**config.mk**
```make
export PLATFORM = sky130hd
export DESIGN_NAME = std_fp_divmod_seq
export DESIGN_NICKNAME = d
export VERILOG_FILES = /design/src/rtl/std_fp_divmod_seq.sv
export SDC_FILE = /design/constraint.sdc
export NUM_CORES = 1
export LEC_CHECK = 0
export ABC_AREA = 1
export BUFFER_PORTS_ARGS = -buffer_cell sky130_fd_sc_hd__buf_2
export CAP_MARGIN = 0
export CELL_PAD_IN_SITES_DETAIL_PLACEMENT = 1
export CELL_PAD_IN_SITES_GLOBAL_PLACEMENT = 1
export CORE_MARGIN = 2
export CORE_UTILIZATION = 35
export DETAILED_ROUTE_END_ITERATION = 10
export PLACE_DENSITY_LB_ADDON = 0.1
export SLEW_MARGIN = 10
export SYNTH_ARGS = -nofsm -noshare
export SYNTH_HDL_FRONTEND = slang
export SYNTH_SLANG_ARGS = --single-unit
```
**constraint.sdc**
```tcl
create_clock -name clk -period 5.2 [get_ports clk]
set_input_delay 0.78 -clock clk [delete_from_list [all_inputs] [get_ports clk]]
set_output_delay 0.78 -clock clk [all_outputs]
set_load 0.02 [all_outputs]
```
**src/rtl/std_fp_divmod_seq.sv**
```systemverilog
// Iterative fixed-point divide/modulo: restoring shift-subtract, one quotient bit per cycle,
// C-style signs. Define STD_FP_DIV_SAT_EN to saturate the quotient on overflow/divide-by-zero.
module std_fp_divmod_seq #(
  parameter int WIDTH      = 32,
  parameter int INT_WIDTH  = 16,
  parameter int FRAC_WIDTH = 16,
  parameter int SIGNED     = 0
) (
  input  logic             clk,
  input  logic             reset_n,
  input  logic             go,
  input  logic [WIDTH-1:0] left,
  input  logic [WIDTH-1:0] right,
  output logic             ready,
  output logic             done,
  output logic [WIDTH-1:0] out_quotient,
  output logic [WIDTH-1:0] out_remainder,
  output logic             div_zero,
  output logic             overflow
);

  localparam int ITER = WIDTH + FRAC_WIDTH;
  localparam int CW   = $clog2(ITER + 1);
  localparam logic [CW-1:0]    CNT_ONE  = CW'(1);
  localparam logic [CW-1:0]    CNT_LAST = CW'(ITER - 1);
  localparam logic [WIDTH-1:0] ZERO     = {WIDTH{1'b0}};
  localparam logic [WIDTH-1:0] ONE      = {{(WIDTH-1){1'b0}}, 1'b1};
  localparam logic [WIDTH-1:0] ALL_ONES = {WIDTH{1'b1}};
`ifdef STD_FP_DIV_SAT_EN
  localparam bit SAT_EN = 1'b1;
`else
  localparam bit SAT_EN = 1'b0;
`endif

  if (INT_WIDTH + FRAC_WIDTH != WIDTH) begin : g_width_check
    $error("std_fp_divmod_seq: INT_WIDTH + FRAC_WIDTH must equal WIDTH");
  end

  typedef enum logic [1:0] {
    S_IDLE = 2'd0,
    S_RUN  = 2'd1,
    S_FIX  = 2'd2,
    S_DONE = 2'd3
  } state_t;

  function automatic logic [WIDTH-1:0] negate(input logic [WIDTH-1:0] a);
    return ~a + ONE;
  endfunction

  function automatic logic [WIDTH-1:0] sat_value(input logic neg);
    logic [WIDTH-1:0] v;
    if (SIGNED == 0) begin
      v = ALL_ONES;
    end else if (neg) begin
      v = {1'b1, {(WIDTH-1){1'b0}}};
    end else begin
      v = {1'b0, {(WIDTH-1){1'b1}}};
    end
    return v;
  endfunction

  state_t            state_q;
  logic [CW-1:0]     cnt_q;
  logic [WIDTH-1:0]  rem_q;
  logic [ITER-1:0]   dvd_q;
  logic [WIDTH-1:0]  dvs_q;
  logic              neg_res_q;
  logic              neg_dvd_q;
  logic              dz_q;
  logic              ready_q;
  logic              done_q;
  logic [WIDTH-1:0]  quo_out_q;
  logic [WIDTH-1:0]  rem_out_q;
  logic              dz_out_q;
  logic              ovf_out_q;

  logic              l_neg_s;
  logic              r_neg_s;
  logic [WIDTH-1:0]  l_mag_s;
  logic [WIDTH-1:0]  r_mag_s;
  logic [WIDTH:0]    rem_shift_s;
  logic              ge_s;
  logic [WIDTH-1:0]  rem_d;
  logic [ITER-1:0]   dvd_d;
  logic              qf_hi_nz_s;
  logic [WIDTH-1:0]  q_wrap_s;
  logic [WIDTH-1:0]  quo_d;
  logic [WIDTH-1:0]  rem_out_d;
  logic              ovf_d;

  // Operand magnitudes and signs presented for capture
  always_comb begin
    l_neg_s = (SIGNED != 0) && left[WIDTH-1];
    r_neg_s = (SIGNED != 0) && right[WIDTH-1];
    l_mag_s = l_neg_s ? negate(left) : left;
    r_mag_s = r_neg_s ? negate(right) : right;
  end

  // One restoring step: the dividend register fills with quotient bits from the LSB
  always_comb begin
    rem_shift_s = {rem_q, dvd_q[ITER-1]};
    ge_s        = (rem_shift_s >= {1'b0, dvs_q});
    if (ge_s) begin
      rem_d = WIDTH'(rem_shift_s - {1'b0, dvs_q});
    end else begin
      rem_d = rem_shift_s[WIDTH-1:0];
    end
    dvd_d = {dvd_q[ITER-2:0], ge_s};
  end

  // Sign, overflow and saturation correction applied in FIX
  always_comb begin
    qf_hi_nz_s = |dvd_q[ITER-1:WIDTH];
    if (SIGNED == 0) begin
      ovf_d = qf_hi_nz_s;
    end else if (neg_res_q) begin
      ovf_d = qf_hi_nz_s | (dvd_q[WIDTH-1] & (|dvd_q[WIDTH-2:0]));
    end else begin
      ovf_d = qf_hi_nz_s | dvd_q[WIDTH-1];
    end
    q_wrap_s  = neg_res_q ? negate(dvd_q[WIDTH-1:0]) : dvd_q[WIDTH-1:0];
    quo_d     = (SAT_EN && ovf_d) ? sat_value(neg_res_q) : q_wrap_s;
    rem_out_d = neg_dvd_q ? negate(rem_q) : rem_q;
    if (dz_q) begin
      quo_d     = SAT_EN ? sat_value(neg_dvd_q) : ALL_ONES;
      rem_out_d = ZERO;
      ovf_d     = 1'b0;
    end else begin
      quo_d     = quo_d;
    end
  end

  // Control FSM with registered handshake and result outputs
  always_ff @(posedge clk or negedge reset_n) begin
    if (!reset_n) begin
      state_q   <= S_IDLE;
      cnt_q     <= {CW{1'b0}};
      rem_q     <= ZERO;
      dvd_q     <= {ITER{1'b0}};
      dvs_q     <= ZERO;
      neg_res_q <= 1'b0;
      neg_dvd_q <= 1'b0;
      dz_q      <= 1'b0;
      ready_q   <= 1'b1;
      done_q    <= 1'b0;
      quo_out_q <= ZERO;
      rem_out_q <= ZERO;
      dz_out_q  <= 1'b0;
      ovf_out_q <= 1'b0;
    end else begin
      case (state_q)
        S_IDLE, S_DONE: begin
          done_q <= 1'b0;
          if (go) begin
            rem_q     <= ZERO;
            dvd_q     <= {l_mag_s, {FRAC_WIDTH{1'b0}}};
            dvs_q     <= r_mag_s;
            neg_dvd_q <= l_neg_s;
            neg_res_q <= l_neg_s ^ r_neg_s;
            dz_q      <= (right == ZERO);
            cnt_q     <= {CW{1'b0}};
            ready_q   <= 1'b0;
            state_q   <= (right == ZERO) ? S_FIX : S_RUN;
          end else begin
            ready_q <= 1'b1;
            state_q <= S_IDLE;
          end
        end
        S_RUN: begin
          rem_q <= rem_d;
          dvd_q <= dvd_d;
          cnt_q <= cnt_q + CNT_ONE;
          if (cnt_q == CNT_LAST) begin
            state_q <= S_FIX;
          end else begin
            state_q <= S_RUN;
          end
        end
        S_FIX: begin
          quo_out_q <= quo_d;
          rem_out_q <= rem_out_d;
          dz_out_q  <= dz_q;
          ovf_out_q <= ovf_d;
          done_q    <= 1'b1;
          ready_q   <= 1'b1;
          state_q   <= S_DONE;
        end
        default: begin
          state_q <= S_IDLE;
          ready_q <= 1'b1;
          done_q  <= 1'b0;
        end
      endcase
    end
  end

  assign ready         = ready_q;
  assign done          = done_q;
  assign out_quotient  = quo_out_q;
  assign out_remainder = rem_out_q;
  assign div_zero      = dz_out_q;
  assign overflow      = ovf_out_q;

endmodule

```
# Yosys cells after proc, flatten, opt, wreduce, memory -nomap -nowiden
# Index checks and enable logic that the tools add are counted.
# W data, S select, Z words.
dict set report word_totals {
  ff_bits 189
  in_bits 67
  out_inout_bits 68
}
dict set report op_classes {
  add_sub_neg 2
  n_lt_le_gt_ge 1
  eq_ne 5
  n_mux 17
  n_reduce_logical 8
}
# operator n
set ops {}
lappend ops {{$mux W32} 4}
lappend ops {{$pmux W48 S2} 1}
lappend ops {{$pmux W32 S2} 1}
lappend ops {{$mux W48} 1}
lappend ops {{$ge A33 B32 Y1} 1}
lappend ops {{$logic_not A32 Y1} 1}
lappend ops {{$sub A32 B32 Y32} 1}
lappend ops {{$reduce_or A16 Y1} 1}
lappend ops {{$pmux W6 S2} 1}
lappend ops {{$add A6 B1 Y6 const B} 1}
lappend ops {{$eq A6 B6 Y1 const B} 1}
lappend ops {{$mux W2} 3}
lappend ops {{$mux W6} 1}
lappend ops {{$pmux W2 S3} 1}
lappend ops {{$eq A2 B2 Y1 const B} 2}
lappend ops {{$pmux W1 S2} 2}
lappend ops {{$reduce_and A2 Y1} 2}
lappend ops {{$reduce_bool A2 Y1} 2}
lappend ops {{$eq A2 B1 Y1 const B} 1}
lappend ops {{$logic_not A2 Y1} 1}
lappend ops {{$mux W1} 2}
lappend ops {{$ne A2 B2 Y1 const B} 1}
lappend ops {{$reduce_or A2 Y1} 1}

# Longest topological paths before layout
dict set report logic_depth {
  depth_word 4
  mapped_depth 16
}

# Least setup slack after synthesis
# No wires, ideal clock.
dict set report synth_timing {
  path_type {reg2reg}
  from {register dvd_q[47]}
  to {register rem_q[28]}
  arrival_ns 1.854
  required_time_ns 5.084
  slack_ns 3.230
  stages_incl_launch_ff 16
  path_buffers 0
  period_less_slack_ns 1.970
  cell_sequence {dfrtp_1 inv_1 ha_1 fa_1 inv_1 nand3_1 nand3_1 nand2_1 nand2_1 nand2_1 nand2_1 nand2_1 nand3_1 nand3_1 nand2_1 nand2_1}
}
dict set report synth_via {
  elab_chain_cells 3
}
# element line_no
set synth_lines {}
lappend synth_lines {{start, declared} 65} ;# logic [ITER-1:0] dvd_q;
lappend synth_lines {{start signal, assigned} 139} ;# dvd_q <= {ITER{1'b0}};
lappend synth_lines {{start signal, assigned} 156} ;# dvd_q <= {l_mag_s, {FRAC_WIDTH{1'b0}}};
lappend synth_lines {{start signal, assigned} 171} ;# dvd_q <= dvd_d;
lappend synth_lines {{$sub A32 B32 Y32 / $ge A33 B32 Y1 (equally long branches)} {104, 102}}
lappend synth_lines {{$mux W32 *} 103} ;# if (ge_s) begin
lappend synth_lines {{$pmux W32 S2 *} 151} ;# case (state_q)
lappend synth_lines {{end signal, assigned} 170} ;# rem_q <= rem_d;
lappend synth_lines {{end, declared} 64} ;# logic [WIDTH-1:0] rem_q;
# Mark *: on every way between the ends. The rest lies on a longest branch, timed or not.
# A chain may end at the register's enable or synchronous reset.

# Final worst setup path
dict set report layout_timing {
  from {register state_q[0]}
  to {register dvd_q[17]}
}
dict set report layout_via {
  elab_chain_cells 4
}
# element line_no
set layout_lines {}
lappend layout_lines {{start, declared} 62} ;# state_t state_q;
lappend layout_lines {{start signal, assigned} 163} ;# state_q <= (right == ZERO) ? S_FIX : S_RUN;
lappend layout_lines {{$eq A2 B2 Y1 / $logic_not A2 Y1 (equally long branches)} 151}
lappend layout_lines {{$reduce_or A2 Y1} 151}
lappend layout_lines {{$ne A2 B2 Y1 (no line) / $reduce_bool A2 Y1 (equally long branches)} -}
lappend layout_lines {{$reduce_and A2 Y1 (no line)} -}
# Parallel ways exist; a longest one is shown, timed or not.

==> metrics.cfg <==
[run_status]
status = completed

[placed_design]
place_congestion = 0.866
port-buffer-count = 134
dp_hpwl_um = 23800

[timing]
hold_viol_final = 0
skew_ps = 14.8
fin_setup_tns_ps = 0
setup_violations = 0
post-route-min-period_ps = 3140
rsz0062_at_grt = false
worst_pin_slew_ps = 954
fin_worst_hold_slack_ps = 466
slew_violations = 0
fmax_mhz = 318
timing.final.crit_share_pct = 60.5
relSlewSlack_pct = 36.3

[detailed_routing]
first_pass_iters = 7
drt_iter0_drc = 355
drc_errors = 0
vias = 9253
wire_per_inst_um = 16.7
routed_wl_um = 31600
vias_per_cell = 4.90
ant_nets = 0

[synthesis]
synth_cell_types = 42
yosysTopAreaCell = dfrtp_1
synth.avg_cell_area_um2 = 7.56
ys_warn_count = 0
syn_area_um2 = 10400
syn_inst = 1375
ys_ff_latch = 189
synth_fp_nets = 1479
synthTopCellsByArea = dfrtp_1, nand2_1, inv_1
yosysSeqAreaShare_pct = 45.5
synth_top_area_share_pct = 45.3

[floorplan]
die_area_um2 = 31100
die_x_um = 176
die_h_um = 176
rows = 63
boundaryPins = 135
initial_utilization_pct = 35.3
coreArea_um2 = 29500

[clock_tree]
clock-sinks = 189
numCtsBuffers = 17
cts-root-buf = clkbuf_16
cts_hold_buf = 0
cts_resized = 0
cts_setup_buffers = 0
cts_tree = yes
cts.path.max_buffers = 2
clk_pin_slew_worst_paths_ps = 80
h-tree-depth = 4
clk_latency_ps = 460

[layout]
final_cell_mix = nand2_1, inv_1, dfrtp_1
fin_nets = 1589
final_common_cell = nand2_1
layout-drive-gt1-share_pct = 14.0
synthToLayoutAreaGrowth_pct = 15.6
n_antenna_cell = 0

[critical_path]
arrival_ps = 3510
startpoint_type = flip-flop
r2r_slack_ps = 2060
endpoint_kind = flip-flop
reg2reg_from = state_q[0]
cp_slowest_cell = inv_2
slowest_delay_ps = 480
path_class = flip-flop to flip-flop
cp_max_fo = 70
rr_worst_depth = 11
cp.required_ps = 5560
critPathBufInv = 6
crit_family = buffers and inverters
r2r_end = dvd_q[17]
crit_chain = inv_1, ha_1, nand2_1, clkinv_1, buf_4, nor2_1, buf_4, inv_2, buf_12, o211ai_1, o21ai_0
cpMostUsedCell = buf_4

[global_routing]
grt.total_usage_pct = 21.1
grt_pass1_wl_um = 51100
grt_remaining_overflow = 0
grt_pass1_vias = 9470
grt_max_degree = 116
antenna_found_initial = 0

[pwr]
cellLeakagePower_nw = 6.49
power_density_nw_per_um2 = 571
max-vdd-ir-drop_uv = 277

[worst_hold_path]
hold_path.class = input pin to async pin

[job]
maxCapViolations = 0

## metal layers
metal / up-vias / share of wire (%) / wire length (µm) / track usage, %
met3: 26 / 3.0 / 941 / 2.89
met2: 144 / 46 / 14400 / 33.6
met1: 4504 / 50 / 15900 / 30.4
met5: - / 0 / 0 / 0
met4: 0 / 1.3 / 399 / 5.23
li1: 4579 / - / - / -
## Yosys cell counts
library cell and instances:
nor3_4 1, o221ai_1 1, nand2_4 2, buf_4 3, buf_2 7, inv_1 228
a21oi_1 55, inv_2 5, o21ai_1 16, buf_8 1, buf_1 7, nor3b_1 2
o21a_1 1, nand2_2 6, xor2_1 1, dfrtp_1 188, fa_1 1, o22ai_1 16
clkbuf_1 31, nor2_2 6, nand3_1 89, and3_1 2, nand3_2 11, and2_1 2
a21o_1 1, xnor2_1 13, a21oi_2 1, o211ai_1 32, a31oi_1 1, ha_1 36
dfstp_2 1, nand3b_1 3, nor3_1 4, a22o_1 4, o21ai_0 95, nor2_1 87
o21bai_1 5, nor2_4 1, buf_6 3, nand4_1 12, nor4_1 9, nand2_1 385
## flip-flops by register name, summed over array words and instances, names as in the netlist
signal and flops:
dvd_q 48, dvs_q 32, out_quotient 32, out_remainder 32, rem_q 32, cnt_q 6
state_q 2, div_zero 1, done 1, dz_q 1, overflow 1, ready 1
## power by group
| part | internal (mW) | switching (mW) | total, mW |
|---|---|---|---|
| Clock | 0.660 | 0.700 | 1.36 |
| Combinational | 1.10 | 2.46 | 3.55 |
| Sequential | 1.81 | 0.142 | 1.95 |
| Total | 3.57 | 3.30 | 6.87 |
## through the flow
stage / std cells / area (µm²) / util, % / total power [mW] / setup WS [ps]
after detailed placement: 1856 / 11400 / 38.7 / 5.53 / 1910
after floorplan: 1375 / 10400 / - / 4.55 / 3230
after global placement: 1856 / 11400 / 38.7 / 5.45 / 2010
after CTS: 1888 / 12000 / 40.8 / 6.94 / 1980
final: 1888 / 12000 / 40.8 / 6.87 / 2060
after global routing: 1888 / 12000 / 40.8 / 7.50 / 1670
## worst max-delay path by stage
| stage | startpoint | end | slack, ps | depth (start not counted) |
|---|---|---|---|---|
| 3_3_place_gp | go | dvd_q[8] | 2010 | 8 |
| 4_1_cts | state_q[0] | dvd_q[26] | 1980 | 11 |
| 2_1_floorplan | dvd_q[47] | rem_q[28] | 3230 | 15 |
| 5_1_grt | state_q[0] | cnt_q[5] | 1670 | 12 |
| 6_report | state_q[0] | dvd_q[17] | 2060 | 11 |
| 3_5_place_dp | go | dvd_q[17] | 1910 | 10 |
## worst register-to-register path, delay by kind of cell (launching register included)
family	cells	cell delay, ps
adder cells (fa/ha/maj)	1	330
AO/OA/AOI/OAI	2	300
AND/OR/NAND/NOR	2	360
flip-flops	1	390
buffers and inverters	6	1690
## final cells by class
cell class | instances | area (µm²)
Fill cell | 3715 | 17500
Sequential cell | 189 | 4730
Multi-Input combinational cell | 901 | 4540
Inverter | 233 | 875
Timing Repair Buffer | 143 | 772
Tap cell | 390 | 488
Clock buffer | 17 | 425
Clock inverter | 15 | 184
## kinds of logic after synthesis
family                     synth area share, %
AOI/OAI and AO/OA                         12.3
and+or+nand+nor                           25.6
buffers and inverters                     10.8
adders and majority gates                 4.53
xor gates and xnor gates                  1.18
DFF                                       45.5
(Power assumes the default switching activity.)
